--- config.mk ---
export PLATFORM = sky130hd
export DESIGN_NAME = inst_legality_monitor_flat
export DESIGN_NICKNAME = d
export VERILOG_FILES = /design/src/rtl/inst_legality_monitor_if.sv /design/src/rtl/inst_legality_monitor.sv /design/src/flat_wrapper.sv
export SDC_FILE = /design/constraint.sdc
export NUM_CORES = 1
export LEC_CHECK = 0
export BUFFER_PORTS_ARGS = -buffer_cell sky130_fd_sc_hd__buf_2
export CAP_MARGIN = 10
export CORE_ASPECT_RATIO = 1.1
export CORE_MARGIN = 2
export CORE_UTILIZATION = 48
export CTS_CLUSTER_DIAMETER = 120
export DETAILED_ROUTE_END_ITERATION = 6
export PLACE_DENSITY = 0.88
export SYNTH_ARGS = -nofsm -noshare
export SYNTH_HDL_FRONTEND = slang
export SYNTH_SLANG_ARGS = --single-unit
--- constraint.sdc ---
create_clock -name clk -period 1.7 [get_ports clk]
set_input_delay 0.34 -clock clk [delete_from_list [all_inputs] [get_ports clk]]
set_output_delay 0.34 -clock clk [all_outputs]
set_load 0.02 [all_outputs]
--- src/rtl/inst_legality_monitor_if.sv ---
// Bus bundle for the instruction legality monitor: beat inputs plus registered verdicts.
interface inst_legality_monitor_if #(
  parameter int NUM_LANES = 1,
  parameter int CNT_W     = 16
);
  logic                      clear;
  logic [2:0]                mode;
  logic                      in_valid;
  logic [32*NUM_LANES-1:0]   instruction;
  logic                      out_valid;
  logic [NUM_LANES-1:0]      out_legal;
  logic                      viol_sticky;
  logic [NUM_LANES-1:0]      viol_lanes;
  logic [31:0]               viol_inst;
  logic [CNT_W-1:0]          legal_count;
  logic                      nop_run_exceeded;

  modport master (
    output clear, mode, in_valid, instruction,
    input  out_valid, out_legal, viol_sticky, viol_lanes, viol_inst,
           legal_count, nop_run_exceeded
  );

  modport slave (
    input  clear, mode, in_valid, instruction,
    output out_valid, out_legal, viol_sticky, viol_lanes, viol_inst,
           legal_count, nop_run_exceeded
  );
endinterface

--- src/rtl/inst_legality_monitor.sv ---
// Registered RV64G-subset legality checker: per-lane verdicts, sticky violation
// capture, saturating legal-lane counter and a bound on consecutive NOP beats.

// Combinational legality decode for one 32-bit instruction slot.
module inst_legality_lane #(
  parameter int REG_LIMIT = 16
) (
  input  logic [31:0] inst,
  input  logic [2:0]  mode,
  output logic        legal,
  output logic        is_nop
);
  localparam logic [5:0] RLIM = 6'(REG_LIMIT);

  logic [6:0] opcode, funct7, f7_base;
  logic [4:0] rd, rs1, rs2;
  logic [2:0] funct3;
  logic       rd_ok, rs1_ok, rs2_ok, fp_prec_ok;

  assign opcode  = inst[6:0];
  assign rd      = inst[11:7];
  assign funct3  = inst[14:12];
  assign rs1     = inst[19:15];
  assign rs2     = inst[24:20];
  assign funct7  = inst[31:25];
  // funct7[0] selects double precision; the base encoding is shared.
  assign f7_base = {funct7[6:1], 1'b0};

  assign rd_ok      = {1'b0, rd}  < RLIM;
  assign rs1_ok     = {1'b0, rs1} < RLIM;
  assign rs2_ok     = {1'b0, rs2} < RLIM;
  assign fp_prec_ok = funct7[0] ? mode[2] : mode[1];

  assign is_nop = (opcode == 7'b1111111) && (inst[31:7] == 25'd0);

  // Opcode-directed legality decode; anything unlisted is illegal.
  always_comb begin
    legal = 1'b0;
    case (opcode)
      7'b0110011: legal = rd_ok && rs1_ok && rs2_ok &&
                          ((funct7 == 7'b0000000) ||
                           (funct7 == 7'b0100000 && (funct3 == 3'b000 || funct3 == 3'b101)) ||
                           (funct7 == 7'b0000001 && funct3 <= 3'b011 && mode[0]));
      7'b0010011: begin
        if (rd_ok && rs1_ok) begin
          case (funct3)
            3'b001:  legal = (inst[31:26] == 6'b000000);
            3'b101:  legal = (inst[31:26] == 6'b000000) || (inst[31:26] == 6'b010000);
            default: legal = 1'b1;
          endcase
        end
      end
      7'b0000011: legal = (funct3 == 3'b010) && (rs1 == 5'd0) && (funct7 == 7'd0) && rd_ok;
      7'b0100011: legal = (funct3 == 3'b010) && (rs1 == 5'd0) && (funct7 == 7'd0) && rs2_ok;
      7'b0000111: legal = ((funct3 == 3'b010 && mode[1]) || (funct3 == 3'b011 && mode[2])) &&
                          (rs1 == 5'd0) && (funct7 == 7'd0) && rd_ok;
      7'b0100111: legal = ((funct3 == 3'b010 && mode[1]) || (funct3 == 3'b011 && mode[2])) &&
                          (rs1 == 5'd0) && (funct7 == 7'd0) && rs2_ok;
      7'b1010011: begin
        if (rd_ok && rs1_ok && rs2_ok && funct3 <= 3'b100 && fp_prec_ok) begin
          case (f7_base)
            7'b0000000, 7'b0000100,
            7'b0001000, 7'b0001100: legal = 1'b1;
            7'b0101100:             legal = (rs2 == 5'd0);
            7'b0010100:             legal = (funct3 <= 3'b001);
            7'b1010000:             legal = (funct3 <= 3'b010);
            default:                legal = 1'b0;
          endcase
        end
      end
      7'b1111111: legal = is_nop;
      default:    legal = 1'b0;
    endcase
  end
endmodule

module inst_legality_monitor #(
  parameter int NUM_LANES   = 1,
  parameter int REG_LIMIT   = 16,
  parameter int MAX_NOP_RUN = 4,
  parameter int CNT_W       = 16
) (
  input logic clk,
  input logic rst,
  inst_legality_monitor_if.slave bus
);
  localparam int PW  = $clog2(NUM_LANES + 1);
  localparam int SW  = ((CNT_W > PW) ? CNT_W : PW) + 1;
  localparam int NRW = $clog2(MAX_NOP_RUN + 2);
  localparam logic [NRW-1:0] NOP_MAX = NRW'(MAX_NOP_RUN);

  logic [NUM_LANES-1:0] lane_legal, lane_nop, legal_v, illegal_v;
  logic [PW-1:0]        pop;
  logic [SW-1:0]        sum;
  logic [31:0]          first_ill;

  logic                 out_valid_q, out_valid_d;
  logic [NUM_LANES-1:0] out_legal_q, out_legal_d;
  logic                 viol_sticky_q, viol_sticky_d;
  logic [NUM_LANES-1:0] viol_lanes_q, viol_lanes_d;
  logic [31:0]          viol_inst_q, viol_inst_d;
  logic [CNT_W-1:0]     legal_count_q, legal_count_d;
  logic [NRW-1:0]       nop_run_q, nop_run_d;
  logic                 nop_exc_q, nop_exc_d;

  for (genvar g = 0; g < NUM_LANES; g++) begin : g_lane
    inst_legality_lane #(.REG_LIMIT(REG_LIMIT)) u_lane (
      .inst   (bus.instruction[32*g +: 32]),
      .mode   (bus.mode),
      .legal  (lane_legal[g]),
      .is_nop (lane_nop[g])
    );
  end

  assign legal_v   = bus.in_valid ? lane_legal  : '0;
  assign illegal_v = bus.in_valid ? ~lane_legal : '0;

  // Beat summary: legal popcount and the lowest-index illegal instruction.
  always_comb begin
    pop       = '0;
    first_ill = '0;
    for (int i = 0; i < NUM_LANES; i++) pop = pop + PW'(legal_v[i]);
    for (int i = NUM_LANES - 1; i >= 0; i--)
      if (illegal_v[i]) first_ill = bus.instruction[32*i +: 32];
    sum = SW'(legal_count_q) + SW'(pop);
  end

  // Next-state for verdicts, sticky capture, counter and NOP-run tracking.
  always_comb begin
    out_valid_d   = bus.in_valid;
    out_legal_d   = legal_v;
    viol_sticky_d = viol_sticky_q;
    viol_lanes_d  = viol_lanes_q;
    viol_inst_d   = viol_inst_q;
    legal_count_d = legal_count_q;
    nop_run_d     = nop_run_q;
    nop_exc_d     = nop_exc_q;
    if (bus.in_valid) begin
      legal_count_d = (sum > SW'({CNT_W{1'b1}})) ? {CNT_W{1'b1}} : sum[CNT_W-1:0];
      viol_lanes_d  = viol_lanes_q | illegal_v;
      if (|illegal_v) begin
        viol_sticky_d = 1'b1;
        if (!viol_sticky_q) viol_inst_d = first_ill;
      end
      if (&lane_nop) begin
        // Run saturates one past the bound; reaching that point flags it.
        if (nop_run_q <= NOP_MAX) nop_run_d = nop_run_q + NRW'(1);
        if (nop_run_q >= NOP_MAX) nop_exc_d = 1'b1;
      end else begin
        nop_run_d = '0;
      end
    end
    if (bus.clear) begin
      viol_sticky_d = 1'b0;
      viol_lanes_d  = '0;
      viol_inst_d   = '0;
      legal_count_d = '0;
      nop_run_d     = '0;
      nop_exc_d     = 1'b0;
    end
  end

  // State registers, asynchronously cleared.
  always_ff @(posedge clk or posedge rst) begin
    if (rst) begin
      out_valid_q   <= 1'b0;
      out_legal_q   <= '0;
      viol_sticky_q <= 1'b0;
      viol_lanes_q  <= '0;
      viol_inst_q   <= '0;
      legal_count_q <= '0;
      nop_run_q     <= '0;
      nop_exc_q     <= 1'b0;
    end else begin
      out_valid_q   <= out_valid_d;
      out_legal_q   <= out_legal_d;
      viol_sticky_q <= viol_sticky_d;
      viol_lanes_q  <= viol_lanes_d;
      viol_inst_q   <= viol_inst_d;
      legal_count_q <= legal_count_d;
      nop_run_q     <= nop_run_d;
      nop_exc_q     <= nop_exc_d;
    end
  end

  assign bus.out_valid        = out_valid_q;
  assign bus.out_legal        = out_legal_q;
  assign bus.viol_sticky      = viol_sticky_q;
  assign bus.viol_lanes       = viol_lanes_q;
  assign bus.viol_inst        = viol_inst_q;
  assign bus.legal_count      = legal_count_q;
  assign bus.nop_run_exceeded = nop_exc_q;
endmodule

--- src/flat_wrapper.sv ---
// flat-port wrapper written by rule: the top's interface ports become plain ports
module inst_legality_monitor_flat 
#(
  parameter int NUM_LANES   = 1,
  parameter int REG_LIMIT   = 16,
  parameter int MAX_NOP_RUN = 4,
  parameter int CNT_W       = 16
)
  (clk, rst, bus_clear, bus_mode, bus_in_valid, bus_instruction, bus_out_valid, bus_out_legal, bus_viol_sticky, bus_viol_lanes, bus_viol_inst, bus_legal_count, bus_nop_run_exceeded);
  inst_legality_monitor_if #(.NUM_LANES(NUM_LANES), .CNT_W(CNT_W)) bus_i ();
  input logic clk;
  input logic rst;
  input wire logic [$bits(bus_i.clear)-1:0] bus_clear;
  input wire logic [$bits(bus_i.mode)-1:0] bus_mode;
  input wire logic [$bits(bus_i.in_valid)-1:0] bus_in_valid;
  input wire logic [$bits(bus_i.instruction)-1:0] bus_instruction;
  output wire logic [$bits(bus_i.out_valid)-1:0] bus_out_valid;
  output wire logic [$bits(bus_i.out_legal)-1:0] bus_out_legal;
  output wire logic [$bits(bus_i.viol_sticky)-1:0] bus_viol_sticky;
  output wire logic [$bits(bus_i.viol_lanes)-1:0] bus_viol_lanes;
  output wire logic [$bits(bus_i.viol_inst)-1:0] bus_viol_inst;
  output wire logic [$bits(bus_i.legal_count)-1:0] bus_legal_count;
  output wire logic [$bits(bus_i.nop_run_exceeded)-1:0] bus_nop_run_exceeded;
  assign bus_i.clear = bus_clear;
  assign bus_i.mode = bus_mode;
  assign bus_i.in_valid = bus_in_valid;
  assign bus_i.instruction = bus_instruction;
  assign bus_out_valid = bus_i.out_valid;
  assign bus_out_legal = bus_i.out_legal;
  assign bus_viol_sticky = bus_i.viol_sticky;
  assign bus_viol_lanes = bus_i.viol_lanes;
  assign bus_viol_inst = bus_i.viol_inst;
  assign bus_legal_count = bus_i.legal_count;
  assign bus_nop_run_exceeded = bus_i.nop_run_exceeded;
  inst_legality_monitor #(.NUM_LANES(NUM_LANES), .REG_LIMIT(REG_LIMIT), .MAX_NOP_RUN(MAX_NOP_RUN), .CNT_W(CNT_W)) u_core (.clk(clk), .rst(rst), .bus(bus_i));
endmodule
==> impl_metrics.yaml <==
run_status:
  outcome: "finished, violations left"
  violations: "negative setup slack"
pwr:
  pwr-share-clk_pct: 28.4
  switching_share_pct: 28.29
  power.leakage_uw: 0.002236
  irDropWorstVdd_mv: 0.4137
  pwr-share-seq_pct: 50.9
  p_sw_uw: 782.4
  combPwrFrac_pct: 20.7
  cellPowerDensity_mw_per_mm2: 610.0
  p_int_uw: 1983
placed_design:
  port_buffers: 91
  pre_cts_ws_ns: -1.705
  gp_congestion: 1.042
  dp_hpwl_um: 6092
  placed_area_mm2: 0.004245
  placed_cells: 522
global_route:
  grt_pass1_wl_um: 15090
  grt_pass1_vias: 3159
  overflow: 0
  grt_util_met1_pct: 28.56
  grt_busiest_layer: "met2"
  met3_usage_pct: 4.680
  gr-usage-met2_pct: 43.27
  antenna_found_initial: 0
  track_usage_pct: 23.99
  grt_max_degree: 57
timing:
  clock_skew_ns: 0.01417
  worst_pin_slew_ns: 0.4424
  hold_violations: 0
  slew_violations: 0
  setup_viol_count_final: 55
  fin_crit_ns: 2.870
  max_slew_margin_pct: 70.20
  fin_ws_ns: -1.170
  rsz0062_at_grt: "true"
  setup_tns_ns: -36.79
  post-route-period-util_pct: 168.8
  max_freq_mhz: 348.5
floorplan:
  io_pins: 92
  die_h_um: 91.66
  die_w_um: 83.69
  core_area_mm2: 0.006671
  start_util_pct: 50.26
  rows: 31
  die_area_mm2: 0.007671
clock_tree:
  cts_tree: "yes"
  numCtsBuffers: 5
  worstSkewPairLatency_ns: 0.32
  path_clk_slew_ns: 0.11
  clk_path_buf_depth: 2
  h-tree-depth: 2
  cts_sinks: 56
  cts_hold_buf: 0
  cts_root_buffer: "clkbuf_8"
detailed_routing:
  firstDrtPassIters: 6
  via_per_inst: 5.610
  wire_per_inst_um: 17.17
  drtIter0Drc: 147
  drt-total-wl_um: 9235
  ant_nets: 0
  route.vias.total: 3018
  post-route-drc-count: 0
worst_setup_path:
  cp_max_fo: 5
  cp.arrival_ns: 3.08
  path_class: "input pin to flip-flop"
  crit_path_start_kind: "input pin"
  required_ns: 1.91
  end_kind: "flip-flop"
logic_synthesis:
  netlist_area_mm2: 0.003353
  ys_ff_latch: 56
  synth.avg_cell_area_um2: 10.38
  yosysUniqueCellTypes: 48
  yosys_most_used_dff: "dfrtp_1"
  syn_inst: 323
  yosysSeqAreaShare_pct: 41.79
  async_flop_share_pct: 100.0
  synth_edf_count: 0
  synthTopCellsByArea: "dfrtp_1 (42%), or2b_2 (14%), mux2i_1 (9.9%)"
  synth_top_area_share_pct: 41.79
  synth_warnings: 0
  synth_top_area_cell: "dfrtp_1"
  syn-num-nets: 366
layout:
  fin_area_mm2: 0.004533
  fin_nets: 498
  drive_gt1_share_pct: 51.97
  final_common_cell: "buf_2"
  final_cells: 538
  n_antenna_cell: 0
  fill_cells: 504
  final_util_pct: 67.95
  layout_common_cells: "buf_2 (89), dfrtp_1 (56), or2b_2 (52), buf_4 (42), mux2i_1 (33)"
  syn2layout_area_growth_pct: 35.19
min_path:
  hold_path.class: "input pin to asynchronous set/reset pin"
run:
  maxCapViolCount: 0
## power by group through the flow
stage                     Sequential [uW]  Clock, uW  Combinational (uW)
after CTS                            1410        800                 560
after floorplan                      1500          0                 261
final                                1410        785                 572
after global placement               1430          0                 527
after detailed placement             1430          0                 539
after global routing                 1420        850                 614
## flip-flops by register name (all words and copies together) (netlist names)
signal and count:
u_core.bus.viol_lanes 1, u_core.bus.viol_sticky 1, u_core.bus.out_valid 1, u_core.bus.nop_run_exceeded 1, u_core.nop_run_q 3, u_core.bus.legal_count 16, u_core.bus.viol_inst 32, u_core.bus.out_legal 1
## repair_timing
item | 4_1_cts | 5_1_grt
pin swaps | 9 | 12
resized for setup | 10 | 14
cloned | 2 | 0
buffers inserted | 3 | 5
endpoints found under the setup margin | 55 | 55
## critical path, cell delays in order
cell,delay (ns)
buf_6,0.09
or4_4,0.52
or4_4,0.47
a2111oi_4,0.23
a211oi_2,0.10
nand3b_1,0.10
and2_4,0.16
ha_4,0.14
nand2_4,0.06
nor4_4,0.32
nand2_2,0.16
buf_4,0.18
a311oi_2,0.19
## metal layers
metal / vias to the layer above / routed length (um)
li1: 1409 / -
met1: 1457 / 3594
met2: 132 / 4877
met3: 20 / 573
met4: 0 / 189
met5: - / 0
## final timing paths
| path | startpoint | end | slack [ns] | cells after the start |
|---|---|---|---|---|
| hold reg to reg | u_core.bus.viol_lanes | u_core.bus.viol_lanes | 0.53 | 2 |
| max in group asynchronous | rst | u_core.bus.viol_inst[29] | 1.36 | 3 |
| setup reg to reg | u_core.bus.legal_count[7] | u_core.bus.legal_count[3] | -0.02 | 5 |
| setup / recovery | bus_instruction[15] | u_core.bus.legal_count[3] | -1.17 | 13 |
| hold / removal | rst | u_core.bus.legal_count[9] | 0.08 | 3 |
| min in group clk | bus_instruction[16] | u_core.bus.viol_inst[16] | 0.36 | 3 |
## cells by family after synthesis
logic type,synth area share [%]
and+or+nand+nor,32.28
DFF,41.79
AOI/OAI and AO/OA,8.881
muxes,10.19
buffers and inverters,5.112
adders and majority gates,1.493
xor gates and xnor gates,0.2612
## synth_stat cells (3+ instances only)
cell / instances
nor2b_1: 3
and2_1: 3
nand3_1: 13
ha_1: 4
or2b_2: 52
a211oi_1: 7
nand2_1: 9
nand4_1: 5
a21oi_1: 10
buf_6: 3
nand2b_1: 8
and3_1: 4
or2b_1: 6
clkbuf_1: 9
nand3b_1: 5
inv_1: 8
a41o_1: 4
mux2i_1: 33
buf_12: 3
nor2_1: 25
dfrtp_1: 56
o21ai_0: 11
nor3_1: 6
nor4_1: 6
## final cells by class
class	instances	area, um2	area share [%]
multi-input combinational	244	1972	43.50
sequential	56	1401	30.91
timing repair buffer	140	927.1	20.45
tap	82	102.6	2.263
clock inverter	2	13.76	0.3036
inverter	8	33.78	0.7452
clock buffer	6	82.58	1.822
## per-stage QoR
stage | hold slack, ns | total power [uW]
6_report | 0.08322 | 2765
5_1_grt | 0.1102 | 2880
4_1_cts | 0.09441 | 2768
3_5_place_dp | 0.4415 | 1973
3_3_place_gp | 0.4371 | 1957
2_1_floorplan | 0.3714 | 1760
No activity file was read; power rests on OpenSTA's default activity.
